**config.mk**
```make
export PLATFORM = sky130hd
export DESIGN_NAME = data_cache_unpacker_flat
export DESIGN_NICKNAME = d
export VERILOG_FILES = /design/src/rtl/data_cache_unpacker_if.sv /design/src/rtl/data_cache_unpacker.sv /design/src/flat_wrapper.sv
export SDC_FILE = /design/constraint.sdc
export NUM_CORES = 1
export LEC_CHECK = 0
export ABC_AREA = 1
export CORE_ASPECT_RATIO = 1.1
export CORE_MARGIN = 2
export CORE_UTILIZATION = 55
export CTS_BUF_LIST = sky130_fd_sc_hd__clkbuf_2
export CTS_CLUSTER_DIAMETER = 100
export CTS_CLUSTER_SIZE = 24
export DETAILED_ROUTE_END_ITERATION = 12
export PLACE_DENSITY_LB_ADDON = 0.2
export SLEW_MARGIN = 20
export SYNTH_ARGS = -nofsm -noshare
export SYNTH_HDL_FRONTEND = slang
export SYNTH_SLANG_ARGS = --single-unit
```
**constraint.sdc**
```tcl
create_clock -name clk -period 11.1 [get_ports clk]
set_clock_uncertainty 0.15 [all_clocks]
set_input_delay 2.22 -clock clk [delete_from_list [all_inputs] [get_ports clk]]
set_output_delay 2.22 -clock clk [all_outputs]
set_load 0.1 [all_outputs]
```
**src/rtl/data_cache_unpacker_if.sv**
```systemverilog
// Handshake bundle for the cached-word unpacker: one wide input word stream and
// one channel-tagged 32-bit output stream.
interface data_cache_unpacker_if #(
    parameter int DATA_W = 32,
    parameter int N_CH   = 4,
    parameter int CH_W   = (N_CH > 1) ? $clog2(N_CH) : 1
);
    logic [N_CH*DATA_W-1:0] in_data;
    logic                   in_valid;
    logic                   in_ready;
    logic [DATA_W-1:0]      out_data;
    logic [CH_W-1:0]        out_chan;
    logic                   out_valid;
    logic                   out_ready;

    modport slave (
        input  in_data, in_valid, out_ready,
        output in_ready, out_data, out_chan, out_valid
    );

    modport master (
        output in_data, in_valid, out_ready,
        input  in_ready, out_data, out_chan, out_valid
    );
endinterface

```
**src/rtl/data_cache_unpacker.sv**
```systemverilog
// Serializes the populated 32-bit sections of a cached word onto a channel-tagged stream.
// Optional saturating count of dropped all-empty words: DATA_CACHE_UNPACKER_DROP_CNT_EN.
//
//   state | meaning
//   IDLE  | ready for a new cached word; nothing presented downstream
//   EMIT  | presenting the lowest pending lane of the buffered word
module data_cache_unpacker #(
    parameter int DATA_W    = 32,
    parameter int N_CH      = 4,
    parameter int SKIP_ZERO = 1
) (
    input  logic clk,
    input  logic reset,
    data_cache_unpacker_if.slave bus
`ifdef DATA_CACHE_UNPACKER_DROP_CNT_EN
    ,
    output logic [15:0] drop_cnt
`endif
);
    localparam int CH_W = (N_CH > 1) ? $clog2(N_CH) : 1;

    typedef enum logic {IDLE, EMIT} state_t;

    state_t                 state, state_nxt;
    logic [N_CH*DATA_W-1:0] data_buf;
    logic [N_CH-1:0]        mask;
    logic [N_CH-1:0]        in_mask;
    logic [N_CH-1:0]        mask_rem;
    logic [CH_W-1:0]        lane_sel;
    logic [DATA_W-1:0]      lane_data;
    logic                   accept;

    always_comb begin
        in_mask = '0;
        for (int k = 0; k < N_CH; k++) begin
            in_mask[k] = (SKIP_ZERO == 0) || (bus.in_data[k*DATA_W +: DATA_W] != '0);
        end
    end

    // Walk downward so the lowest pending lane wins; keeps lane order ascending.
    always_comb begin
        lane_sel  = '0;
        lane_data = data_buf[DATA_W-1:0];
        for (int k = N_CH - 1; k >= 0; k--) begin
            if (mask[k]) begin
                lane_sel  = CH_W'(k);
                lane_data = data_buf[k*DATA_W +: DATA_W];
            end
        end
    end

    assign mask_rem      = mask & ~(N_CH'(1) << lane_sel);
    assign bus.in_ready  = (state == IDLE) && !reset;
    assign bus.out_valid = (state == EMIT);
    assign bus.out_chan  = lane_sel;
    assign bus.out_data  = lane_data;
    assign accept        = bus.in_valid && bus.in_ready;

    always_comb begin
        state_nxt = state;
        case (state)
            IDLE: if (accept && (in_mask != '0)) state_nxt = EMIT;
            EMIT: if (bus.out_ready && (mask_rem == '0)) state_nxt = IDLE;
            default: state_nxt = IDLE;
        endcase
    end

    always_ff @(posedge clk or posedge reset) begin
        if (reset) begin
            state    <= IDLE;
            data_buf <= '0;
            mask     <= '0;
        end else begin
            state <= state_nxt;
            if (accept) begin
                data_buf <= bus.in_data;
                mask     <= in_mask;
            end else if ((state == EMIT) && bus.out_ready) begin
                mask <= mask_rem;
            end
        end
    end

`ifdef DATA_CACHE_UNPACKER_DROP_CNT_EN
    always_ff @(posedge clk or posedge reset) begin
        if (reset) begin
            drop_cnt <= '0;
        end else if (accept && (in_mask == '0) && (drop_cnt != 16'hFFFF)) begin
            drop_cnt <= drop_cnt + 16'd1;
        end
    end
`endif
endmodule

```
**src/flat_wrapper.sv**
```systemverilog
// flat-port wrapper written by rule: the top's interface ports become plain ports
module data_cache_unpacker_flat 
#(
    parameter int DATA_W    = 32,
    parameter int N_CH      = 4,
    parameter int SKIP_ZERO = 1
)
  (clk, reset, bus_in_data, bus_in_valid, bus_out_ready, bus_in_ready, bus_out_data, bus_out_chan, bus_out_valid);
  data_cache_unpacker_if #(.DATA_W(DATA_W), .N_CH(N_CH)) bus_i ();
  input  logic clk;
  input  logic reset;
  input wire logic [$bits(bus_i.in_data)-1:0] bus_in_data;
  input wire logic [$bits(bus_i.in_valid)-1:0] bus_in_valid;
  input wire logic [$bits(bus_i.out_ready)-1:0] bus_out_ready;
  output wire logic [$bits(bus_i.in_ready)-1:0] bus_in_ready;
  output wire logic [$bits(bus_i.out_data)-1:0] bus_out_data;
  output wire logic [$bits(bus_i.out_chan)-1:0] bus_out_chan;
  output wire logic [$bits(bus_i.out_valid)-1:0] bus_out_valid;
  assign bus_i.in_data = bus_in_data;
  assign bus_i.in_valid = bus_in_valid;
  assign bus_i.out_ready = bus_out_ready;
  assign bus_in_ready = bus_i.in_ready;
  assign bus_out_data = bus_i.out_data;
  assign bus_out_chan = bus_i.out_chan;
  assign bus_out_valid = bus_i.out_valid;
  data_cache_unpacker #(.DATA_W(DATA_W), .N_CH(N_CH), .SKIP_ZERO(SKIP_ZERO)) u_core (.clk(clk), .reset(reset), .bus(bus_i));
endmodule
```
# Yosys cells after proc, flatten, opt, wreduce, memory -nomap -nowiden
# Index checks and enable logic that the tools add are counted.
dict set report op_classes {
  shift 1
  mux 13
  bitwise_logic 3
  reduce_logical 13
}
# operator count
set ops {}
lappend ops {{$mux W32} 4}
lappend ops {{$reduce_bool A32 Y1} 4}
lappend ops {{$mux W2} 4}
lappend ops {{$mux W4} 2}
lappend ops {{$logic_and A1 B1 Y1} 5}
lappend ops {{$and A4 B4 Y4} 1}
lappend ops {{$logic_not A4 Y1} 1}
lappend ops {{$not A4 Y4} 1}
lappend ops {{$reduce_bool A4 Y1} 1}
lappend ops {{$shl A1 B2 Y4 const A} 1}
lappend ops {{$mux W1} 2}
lappend ops {{$pmux W1 S2} 1}
lappend ops {{$reduce_bool A2 Y1} 1}
lappend ops {{$logic_not A1 Y1} 1}
lappend ops {{$not A1 Y1} 1}
dict set report totals {
  regBits 133
  in_bits 132
}

# Logic depth before layout (Yosys ltp)
dict set report logic_depth {
  word_depth 11
  mapped_depth 8
}

# Least setup slack after synthesis
# No wires, ideal clock.
dict set report synth_timing {
  kind {register to output}
  startpoint {register u_core.mask[1]}
  endpoint {output port bus_out_data[11]}
  arrival_ns 2.975
  slack_ns 5.755
  path_stages_with_launch 6
  path_buffers 2
  path_cell_list {dfrtp_1 > buf_2 > inv_2 > a31oi_4 > buf_2 > o21ai_0}
}
dict set report synth_via {
  elab_chain_cells 2
}
# element line_no
set synth_rtl {}
lappend synth_rtl {{start: declaration} data_cache_unpacker.sv:26} ;# logic [N_CH-1:0] mask;
lappend synth_rtl {{start signal: assignment} data_cache_unpacker.sv:77} ;# mask <= in_mask;
lappend synth_rtl {{start signal: assignment} data_cache_unpacker.sv:79} ;# mask <= mask_rem;
lappend synth_rtl {{$mux W32 (2 in a row)} data_cache_unpacker.sv:45} ;# if (mask[k]) begin
lappend synth_rtl {{end: declaration} flat_wrapper.sv:16} ;# output wire logic [$bits(bus_i.out_data)-1:0] bus_out_data;
# Every way passes these cells.

# Worst setup path in the final report
dict set report layout_timing {
  startpoint {input port reset}
  endpoint {output port bus_in_ready}
}
dict set report layout_via {
  elab_chain_cells 2
}
# element line_no
set layout_rtl {}
lappend layout_rtl {{start: declaration} flat_wrapper.sv:11} ;# input logic reset;
lappend layout_rtl {{$logic_not A1 Y1} data_cache_unpacker.sv:53} ;# assign bus.in_ready = (state == IDLE) && !reset;
lappend layout_rtl {{$logic_and A1 B1 Y1} data_cache_unpacker.sv:53}
lappend layout_rtl {{end: declaration} flat_wrapper.sv:15} ;# output wire logic [$bits(bus_i.in_ready)-1:0] bus_in_ready;
# Every way passes these cells.

==> results by group <==
Global route
  – Via count of the first global-routing pass: 5880
  – Antenna violations before repair: 0
  – Remaining global-route overflow: 0
  – GR Util All Layers: 0.2863
  – Maximum number of pins on one net before global-route repair: 108
  – First-pass GRT wire length: 28560 um

Logic synthesis
  – Number of distinct library cells after synthesis: 22
  – Count of flip-flops with a built-in enable after synthesis: 0
  – Top post-synthesis cells by area: sky130_fd_sc_hd__dfrtp_1 (51%), sky130_fd_sc_hd__nand2_1 (16%), sky130_fd_sc_hd__o21ai_0 (9.0%)
  – Most used standard cells in the synthesized netlist: sky130_fd_sc_hd__nand2_1 (272), sky130_fd_sc_hd__dfrtp_1 (133), sky130_fd_sc_hd__o21ai_0 (119)
  – Leading register cell type out of synthesis: sky130_fd_sc_hd__dfrtp_1
  – Fraction of the mapped netlist area in compound gates: 0.1802
  – Cell count after synthesis: 850
  – Area share of fa/ha/maj cells after synthesis: 0
  – Multiplexer share of the synthesized area: 0
  – Synthesized-area fraction occupied by and/or/nand/nor cells: 0.2100
  – Synth Warn #: 0
  – Synth Cell Area: 0.006583 mm2
  – Mean instance size in the synthesized netlist: 7.744 um2
  – Synthesized Nets: 982
  – Post-synthesis share of cell area spent on xor and xnor gates: 0
  – Cell accounting for the most synthesized area: sky130_fd_sc_hd__dfrtp_1
  – Total of flip-flops plus latches after synthesis: 133
  – Most common cell in the netlist: sky130_fd_sc_hd__nand2_1
  – Dominant combinational cell family by area after synthesis: simple AND/OR/NAND/NOR gates
  – Share of synthesized registers carrying an async set or reset: 1.000
  – Yosys top cell area share: 0.5056
  – Share of synthesized area occupied by flip-flops and latches: 0.5056

Finish
  – Area of combinational cells with multiple inputs: 0.002569 mm2
  – Diode insertion count for antenna repair: 0
  – Area used by sequential logic in the layout: 0.003328 mm2
  – Filler cells: 967
  – Number of nets in the layout: 1125
  – Post-synthesis to final-layout area growth: 26.44%
  – Share of post-route cells with drive strength above 1: 0.03881

Floorplanning
  – Number of rows in the core area: 41
  – Effective utilization at floorplan: 0.5678
  – Overall die area: 0.01286 mm2
  – Die span in y: 118.7 um
  – Top-level port count: 168
  – Die width: 108.3 um
  – Standard cell core area: 0.01159 mm2

Drt
  – Average wire length per cell after detail routing: 14.96 um
  – Routed vias: 6047
  – Number of remaining DRC errors: 0
  – Antenna Violating Nets Remaining: 0
  – Number of DRC violations after detailed-routing iteration 0: 448
  – Ratio of routed vias to standard cells: 5.235
  – Detailed-route wire length: 17280 um
  – TritonRoute pass-1 iters: 6

Placed design
  – Post-DP HPWL: 11530 um
  – Final weighted congestion in routability-driven placement: 0.8054
  – Number of I/O port buffers: 167
  – Worst setup slack before clock tree synthesis: 4.724 ns

STA
  – Number of max-slew violations in the final report: 0
  – Final count of hold timing violations: 0
  – Tightest Pin Transition: 0.9966 ns
  – Setup-failing EPs final: 0
  – Max-slew headroom at the worst pin: 0.3335
  – Share of the clock period used by the worst path after layout: 0.5743
  – Highest Clock Rate: 0.1569 GHz
  – Clock period minus final worst setup slack: 6.375 ns
  – Unrepaired setup endpoints after global routing: no
  – Final setup slack of the worst path: 4.725 ns
  – Final TNS setup: 0 ns

CTS
  – Level count of the clock H-tree: 4
  – Clk sink count: 133
  – Clock tree from TritonCTS: built
  – Clock buffers created by TritonCTS: 17
  – Hold-fix buffers, CTS: 0
  – Number of resized instances in the post-cts repair step: 0
  – Clk buf depth: 2
  – Clock latency on the worst-skew pair: 0.69 ns
  – Clock slew at the register clock pins of the worst setup and hold paths: 0.16 ns
  – Root Buffer: sky130_fd_sc_hd__clkbuf_2
  – Post CTS Setup Buffer Count: 0

Hold path
  – Startpoint of the tightest hold check path: u_core.data_buf[89]$_DFFE_PP0P_
  – Path category of the worst min-delay check: reg -> reg

Setup path
  – Most numerous cell on the critical path: sky130_fd_sc_hd__clkdlybuf4s50_1
  – Critical path type: in -> out
  – Maximum fanout encountered on the critical timing path: 2
  – Worst path required time: 8.73 ns
  – Worst reg2reg startpoint: u_core.bus.out_valid$_DFF_PP0_
  – Worst-path cell with the longest stage delay: sky130_fd_sc_hd__clkdlybuf4s50_1
  – Worst EP arrival: 4.00 ns
  – Maximum single-stage delay on the critical path: 1.13 ns
  – Cells traversed along the worst timing path: clkdlybuf4s50_1 > nor2_4 > clkdlybuf4s50_1
  – Launching element of the worst setup path: reset
  – Startpoint class of the critical path: input pin
  – Critical path endpoint category: output pin

Run
  – Max Cap Violations: 0

Outcome
  – Result of the run: finished, final reports clean
## critical path: cells and delay by family
family,cells,cell delay (ns)
buf+inv,2,1.63
simple gates,1,0.15
## layout make-up
| class | count | share of cell area |
|---|---|---|
| timing repair buffer | 172 | 0.2054 |
| tap | 150 | 0.02255 |
| clock inverter | 9 | 0.007517 |
| clock buffer | 22 | 0.01323 |
| inverter | 93 | 0.04284 |
| multi-input combinational | 576 | 0.3086 |
| sequential | 133 | 0.3999 |
## final timing paths
check / endpoint / slack [ns] / cells after the start
max: bus_in_ready / 4.73 / 3
min: u_core.data_buf[89]$_DFFE_PP0P_ / 0.35 / 2
max reg2reg: u_core.data_buf[121]$_DFFE_PP0P_ / 8.62 / 5
min reg2reg: u_core.data_buf[89]$_DFFE_PP0P_ / 0.35 / 2
max in group asynchronous: u_core.data_buf[118]$_DFFE_PP0P_ / 7.43 / 3
min in group asynchronous: u_core.data_buf[104]$_DFFE_PP0P_ / 1.89 / 2
## placed cells by master (no fill, tap or decap), drive strengths merged, types with 5 or more instances in the layout
master,count
nand2,274
clkdlybuf4s50,167
o21ai,147
dfrtp,133
inv,93
nor2,75
a21oi,33
o211ai,32
clkbuf,22
nand3,11
clkinv,8
buf,5
## metal layers
metal  up-vias  track usage  wire (um)
met4         0       0.1114        439
met3        35      0.06950       1202
met1      2783       0.3907       7591
met5         -            0          0
li1       2998            -          -
met2       231       0.4403       8047
## cells by family after synthesis
logic type             Yosys count
AO/OA/AOI/OAI                  216
buffers and inverters          141
AND/OR/NAND/NOR                360
flip-flops                     133
## flip-flops by register name, indices dropped and copies added (netlist names)
register / cells
u_core.bus.out_valid: 1
u_core.mask: 4
u_core.data_buf: 128
## metrics by stage
step,utilization,hold WS (ns),cell area [um2],std cells
floorplan,-,0.2991,6583,850
global placement,0.7030,0.3112,8150,1124
detailed placement,0.7030,0.3160,8150,1124
CTS,0.7179,0.3554,8323,1155
global route,0.7179,0.3758,8323,1155
finish,0.7179,0.3488,8323,1155
Power is not shown: default switching activity piles up to over one toggle a cycle in this logic, so the estimate is an artifact.
